### src/rtl/mm_writeback.sv
// mm_writeback: result write-back stage with optional per-lane ReLU and a result FIFO feeding the output buffer
// Ports:
//   clk, rstn                   rising-edge clock, asynchronous active-low reset
//   start_valid, relu_en,
//   expected_count              job start; latches ReLU enable and the number of result vectors
//   in_valid, in_addr, in_data  result vectors from the matrix unit (no back-pressure)
//   in_ready                    FIFO not full (advisory)
//   buf_wr_en, buf_wr_addr,
//   buf_wr_data, buf_wr_ready   output-buffer write port, head of FIFO
//   busy, overflow, done        job status: running/draining, sticky drop flag, completion pulse
module mm_writeback #(
    parameter int DEPTH = 4,
    parameter int LANES = 16
) (
    input  logic                  clk,
    input  logic                  rstn,
    input  logic                  start_valid,
    input  logic                  relu_en,
    input  logic [15:0]           expected_count,
    input  logic                  in_valid,
    input  logic [10:0]           in_addr,
    input  logic [LANES*32-1:0]   in_data,
    output logic                  in_ready,
    output logic                  buf_wr_en,
    output logic [10:0]           buf_wr_addr,
    output logic [LANES*32-1:0]   buf_wr_data,
    input  logic                  buf_wr_ready,
    output logic                  busy,
    output logic                  overflow,
    output logic                  done
);
    localparam int AW = $clog2(DEPTH);
    localparam int DW = LANES * 32;

    typedef enum logic [1:0] {IDLE, RUN, DRAIN, DONE} state_t;

    state_t          state, state_nx;
    logic [AW:0]     wr_ptr, rd_ptr;
    logic [DW+10:0]  mem [DEPTH];
    logic [15:0]     acc_cnt, wr_cnt, exp_cnt;
    logic            relu_q, full, empty, pop, push, drop, start;
    logic [DW-1:0]   proc_data;

    // extra pointer bit tells full (MSBs differ) from empty (pointers equal)
    assign full  = (wr_ptr[AW] != rd_ptr[AW]) && (wr_ptr[AW-1:0] == rd_ptr[AW-1:0]);
    assign empty = wr_ptr == rd_ptr;
    assign pop   = !empty && buf_wr_ready;
    // a same-cycle pop frees the slot, so a full FIFO can still accept
    assign push  = (state == RUN) && in_valid && (!full || pop);
    assign drop  = (state == RUN) && in_valid && full && !pop;
    assign start = (state == IDLE) && start_valid;

    genvar i;
    generate
        for (i = 0; i < LANES; i++) begin : g_relu
            assign proc_data[32*i +: 32] = (relu_q && in_data[32*i+31]) ? 32'd0 : in_data[32*i +: 32];
        end
    endgenerate

    always_comb begin
        state_nx = state;
        case (state)
            IDLE:    state_nx = start_valid ? ((expected_count == 16'd0) ? DONE : RUN) : IDLE;
            RUN:     state_nx = (push && (acc_cnt + 16'd1 == exp_cnt)) ? DRAIN : RUN;
            DRAIN:   state_nx = (wr_cnt == exp_cnt) ? DONE : DRAIN;
            default: state_nx = IDLE;
        endcase
    end

    always_ff @(posedge clk or negedge rstn) begin
        if (!rstn) begin
            state    <= IDLE;
            wr_ptr   <= '0;
            rd_ptr   <= '0;
            acc_cnt  <= '0;
            wr_cnt   <= '0;
            exp_cnt  <= '0;
            relu_q   <= 1'b0;
            overflow <= 1'b0;
        end else begin
            state <= state_nx;
            if (push)
                wr_ptr <= wr_ptr + 1'b1;
            if (pop)
                rd_ptr <= rd_ptr + 1'b1;
            if (start) begin
                acc_cnt  <= '0;
                wr_cnt   <= '0;
                overflow <= 1'b0;
                exp_cnt  <= expected_count;
                relu_q   <= relu_en;
            end else begin
                if (push)
                    acc_cnt <= acc_cnt + 16'd1;
                if (pop)
                    wr_cnt <= wr_cnt + 16'd1;
                if (drop)
                    overflow <= 1'b1;
            end
        end
    end

    // storage needs no reset: the head is masked to zero whenever the FIFO is empty
    always_ff @(posedge clk) begin
        if (push)
            mem[wr_ptr[AW-1:0]] <= {in_addr, proc_data};
    end

    assign {buf_wr_addr, buf_wr_data} = empty ? '0 : mem[rd_ptr[AW-1:0]];
    assign buf_wr_en = !empty;
    assign in_ready  = !full;
    assign busy      = (state == RUN) || (state == DRAIN);
    assign done      = state == DONE;
endmodule

### config.mk
export PLATFORM = sky130hd
export DESIGN_NAME = mm_writeback
export DESIGN_NICKNAME = d
export VERILOG_FILES = /design/src/rtl/mm_writeback.sv
export SDC_FILE = /design/constraint.sdc
export NUM_CORES = 2
export LEC_CHECK = 0
export BUFFER_PORTS_ARGS = -buffer_cell sky130_fd_sc_hd__buf_4
export CAP_MARGIN = 30
export CORE_MARGIN = 4
export CORE_UTILIZATION = 45
export DETAILED_ROUTE_END_ITERATION = 12
export PLACE_DENSITY = 0.64
export SLEW_MARGIN = 20
export SYNTH_ARGS = -nofsm -noshare
export SYNTH_HDL_FRONTEND = slang
export SYNTH_SLANG_ARGS = --single-unit
### constraint.sdc
create_clock -name clk -period 19.3 [get_ports clk]
set_clock_uncertainty 0.1 [all_clocks]
set_input_delay 2.895 -clock clk [delete_from_list [all_inputs] [get_ports clk]]
set_output_delay 2.895 -clock clk [all_outputs]
set_load 0.1 [all_outputs]
# Word-level counts from Yosys, hierarchy flattened
# Memories as Yosys holds them, arrays and structs flattened.
# Index checks and enable logic that the tools add are counted.
[word_totals]
register_bits = 58
mem_bits_rw = 2092
in_bits = 545
out_inout_bits = 528
elab_cells = 85
mem_count = 1
[op_classes]
n_addsub = 4
eq_ne = 8
muxes = 30
n_reduce_logical = 34
[mem_list]
columns = ["name", "words", "width", "read_ports", "rd_ports_with_merged_regs", "wr", "line", "source"]
rows = [
  ["mem", 4, 523, 1, 0, 1, "39", "logic [DW+10:0] mem [DEPTH];"],
]
[ops]
columns = ["cell", "n"]
rows = [
  ["$mux W523", 1],
  ["$mux W32", 16],
  ["$mux W16", 4],
  ["$add A16 B1 Y16 const B", 2],
  ["$eq A16 B16 Y1", 2],
  ["$logic_and A1 B1 Y1", 24],
  ["$logic_not A16 Y1", 1],
  ["$add A3 B1 Y3 const B", 2],
  ["$mux W2", 3],
  ["$pmux W2 S3", 1],
  ["$reduce_bool A2 Y1", 3],
  ["$mux W1", 5],
  ["$eq A2 B2 Y1 const B", 2],
  ["$eq A3 B3 Y1", 1],
  ["$logic_not A1 Y1", 3],
  ["$eq A2 B1 Y1 const B", 1],
  ["$eq A2 B2 Y1", 1],
  ["$logic_not A2 Y1", 1],
  ["$logic_or A1 B1 Y1", 2],
  ["$ne A1 B1 Y1", 1],
]

# Longest topological paths before layout
[logic_depth]
depth_word = 8
mapped_depth = 8
depth_no_buf = 8

# Worst setup path before layout
# Ideal clock, no wire load.
[synth_timing]
kind = "input-to-reg"
start = "in in_valid"
end = "mem mem[0][0] (netlist bit) (enable)"
setup_time_ns = 0.956
arrival_ns = 15.519
required_time_ns = 18.244
path_slack_ns = 2.724
cell_stages = 4
n_path_buf = 1
path_cell_list = "nand2_1 > a41oi_1 > clkbuf_1 > and2_1"
[synth_via]
elab_chain_len = 4
[synth_rtl]
columns = ["element", "line", "source"]
rows = [
  ["start: declaration", "20", "input logic in_valid,"],
  ["$logic_and A1 B1 Y1 (2 in a row)", "49", "assign push = (state == RUN) && in_valid && (!full || pop);"],
  ["$mux W1", "105", "if (push)"],
  ["$mux W1 (implied by the code)", "106", "mem[wr_ptr[AW-1:0]] <= {in_addr, proc_data};"],
  ["end: declaration", "39", ""],
]
# No other way between the ends.

# Worst setup path after layout
[layout_timing]
start = "reg rd_ptr[0]"
end = "out buf_wr_data[264]"
[layout_via]
elab_chain_len = 2
word_cells_on_any_way = 3
classes_between = "eq/ne: 1; mux: 1; memory: 1"
[layout_rtl]
columns = ["element", "line", "source"]
rows = [
  ["start: declaration", "38", "logic [AW:0] wr_ptr, rd_ptr;"],
  ["start signal: assignment", "85", "rd_ptr <= rd_ptr + 1'b1;"],
  ["$mem_v2 Z4 W523 or $eq A3 B3 Y1 (tied branches)", "--", ""],
  ["$mux W523 (*)", "109", "assign {buf_wr_addr, buf_wr_data} = empty ? '0 : mem[rd_ptr[AW-1:0]];"],
  ["end: declaration", "26", "output logic [LANES*32-1:0] buf_wr_data,"],
]
# Mark *: on every way between the ends. The rest lies on a longest branch, timed or not.

==> summary.md <==
| Metric | Value |
|---|---|
| WL final | 225 mm |
| Number of global-route vias before repair | around 45k |
| Fill count | 14.7k |
| CP Cell Sequence | buf_4 -> buf_4 -> buf_4 -> mux4_2 -> and2_1 -> buf_4 |
| Htree depth | 4 |
| Hold Vio Cnt, Final | 0 |
| Worst slew pin tran | approximately 1200 ps |
| Vias per std cell | ~5.4 |
| Setup Buffers After CTS | 0 |
| MaxCap Viol Count | 0 |
| Crit path largest cell delay | roughly 800 ps |
| GRT Overall Usage | 0.225 |
| Most common flop cell mapped by yosys | edfxtp_1 |
| Setup CP Type | flop to output port |
| Crit path required time | 16,310 ps |
| First-pass GRT wire length | between 300 and 400 mm |
| Fin cells | approximately 8k |
| Pre-CTS WS | about 12,000 ps |
| Clock sink total | between 2k and 2.5k |
| Warnings, synthesis | 0 |
| CTS Hold Bufs | 0 |
| Async SR Flop Fraction | 0.0270 |
| Remaining DRCs | 0 |
| Wire per inst | roughly 28 µm |
| Most used cell, CP | buf_4 |
| Sequential share of the synthesized area | 0.752 |
| Core Util, Final | 0.550 |
| Mean Syn Cell Area | approximately 20 µm² |
| Layout cell share with drive strength beyond 1 | 0.362 |
| Post-synth EDFFs | approximately 2.1k |
| Area of the core | 188,000 µm² |
| Final period demand of the worst path | ~8000 ps |
| Die Y | between 400 and 500 µm |
| # IOs | between 1k and 1.5k |
| Count of different cell masters after synthesis | 49 |
| Met3 Usage GRT | 0.0515 |
| Final Cycle Share | 0.413 |
| Area delta synth->final | 21.2% |
| CP max-delay cell | dfrtp_4 |
| Pre-Repair DR Iteration Count | 7 |
| Outcome | finished clean |
| Initial antenna violation count | 68 |
| Post-CTS Resized | 0 |
| Synth Net Count | 4,795 |
| Width of the die | ~440 µm |
| Total grt overflow | 0 |
| Die area | between 150,000 and 200,000 µm² |
| Pin count of the biggest net entering global routing | between 150 and 200 |
| HP Class | flop to flop |
| Pins Over Slew Limit | 0 |
| Worst EP arrival | around 5000 ps |
| Root buffer cell | clkbuf_16 |
| Worst setup EP type | output port |
| Crit path max fanout | 42 |
| Final setup violation count | 0 |
| Synthesized area | between 80,000 and 90,000 µm² |
| # nets final | between 5k and 6k |
| Inst Count DP | between 7k and 8k |
| F_max | approximately 130 MHz |
| Final GP Congestion | ~0.84 |
| Port buffer count | 1,072 |
| Number of cell rows | 159 |
| Post-DP HPWL | about 150 mm |
| Slew Limit Headroom | 0.176 |
| Initial Utilization | 0.454 |
| Num CTS Buffers | 218 |
| Final WS setup | around 11,000 ps |
| Bufs on Longest Clock Path | 3 |
| Met1 Resource Use GR | 0.283 |
| Antenna Nets Post-Route | 0 |
| Synth Instances | about 4.2k |
| Clock slew seen by the registers of the worst setup and hold paths | around 60 ps |
| RSZ-0062 raised after global routing | false |
| #FFs+latches synth | approximately 2.2k |
| Critical Path Start Type | flop |
| DRT iter0 DRCs | between 3k and 4k |
| Via count | about 44k |
| Worst-skew pair later-pin latency | around 850 ps |
| Most used routing layer | met2 |
| Setup TNS | 0 ps |
| CTS tree | yes |
| Grt met2 use | 0.373 |
[per-stage QoR]
step / instance area (µm²) / hold slack, ps
2_1_floorplan: 85500 / 398
3_3_place_gp: 96300 / 412
3_5_place_dp: 96700 / 416
4_1_cts: 103000 / 427
5_1_grt: 104000 / 452
6_report: 104000 / 424
[cell families (layout without fill, tap and decap cells)]
family                     after synthesis  after routing  synth area share
AOI/OAI and AO/OA                       34             34           0.00243
xor gates and xnor gates                68             68           0.00697
adders and majority gates               11             11           0.00161
buffers and inverters                  250           1557            0.0120
DFF                                   2150           2150             0.752
muxes                                  544            544             0.140
other                                    0             51                 0
and+or+nand+nor                       1182           1182            0.0848
[worst paths after layout]
kind | start | to | cells after the start | slack, ps
max in group asynchronous | rstn | rd_ptr[0]$_DFFE_PN0P_ | 1 | 16480
hold reg to reg | wr_ptr[2]$_DFFE_PN0P_ | wr_ptr[2]$_DFFE_PN0P_ | 1 | 420
hold / removal | wr_ptr[2]$_DFFE_PN0P_ | wr_ptr[2]$_DFFE_PN0P_ | 1 | 420
min in group asynchronous | rstn | overflow$_DFFE_PN0P_ | 1 | 2020
setup / recovery | rd_ptr[0]$_DFFE_PN0P_ | buf_wr_data[264] | 6 | 11320
setup reg to reg | rd_ptr[1]$_DFFE_PN0P_ | mem[1][379]$_DFFE_PP_ | 7 | 14050
[area by class of cell]
cell class | count | area (µm²) | share of cell area
Clock inverter | 110 | 968 | 0.00934
Inverter | 8 | 30.0 | 0.000290
Multi-Input combinational cell | 1839 | 20200 | 0.195
Clock buffer | 282 | 5780 | 0.0558
Timing Repair Buffer | 1157 | 9090 | 0.0877
Antenna cell | 51 | 128 | 0.00123
Sequential cell | 2150 | 64300 | 0.620
Tap cell | 2495 | 3120 | 0.0301
[per-layer routing]
layer,part of all wire,up-vias
li1,-,18994
met1,0.38,23133
met2,0.51,1495
met3,0.065,371
met4,0.044,18
met5,0.00053,-
[critical path: cells and delay by family (launching register included)]
family	cells	cell delay, ps
and+or+nand+nor	1	210
muxes	1	600
buffers and inverters	4	2420
DFF	1	800
[synthesized netlist by cell type (all sizes together) (2+ instances only)]
library cell  instances  area, µm²
a21oi                12       60.1
a31oi                 4       25.0
and2               1026       6420
and3                  6       38.8
buf                  66        333
clkbuf              176        662
dfrtp                58       1450
edfxtp             2092      62800
ha                   11        138
inv                   8       30.0
mux2                 17        191
mux2i                 4       40.0
mux4                523      11800
nand2                43        161
nand3                13       82.6
nand4                13       96.3
nor2                 27        101
nor2b                20        125
nor3                  6       30.0
nor4                 11       68.8
o2111ai               2       17.5
o21ai                 9       45.0
or3                   8       53.8
or4                   3       23.8
xnor2                45        394
xor2                 23        201
[layout by cell type, fill, tap and decap left out, types with 9 or more instances in the layout]
cell type     n
and2_1     1021
ha_1         11
o21ai_0       9
a21oi_1      12
xnor2_1      45
clkbuf_1     58
buf_4      1131
clkinv_2     29
dfrtp_1      55
buf_16       12
clkbuf_16   220
bufinv_16    13
nand4_1      12
clkinv_1     47
mux2_2       17
nand2_1      38
mux4_2      523
buf_12       11
nor4_1       11
nand3_1      10
diode_2      51
edfxtp_1   2092
nor2b_1      20
nor2_1       27
xor2_1       23
[state kept, by name (all words and copies together) (netlist names)]
signal,flops
acc_cnt,16
exp_cnt,16
mem,2092
overflow,1
rd_ptr,3
relu_q,1
state,2
wr_cnt,16
wr_ptr,3
Power is left out: the tool's default activity adds up to more than one toggle a clock period on the data nets, which glitch-free logic cannot reach.
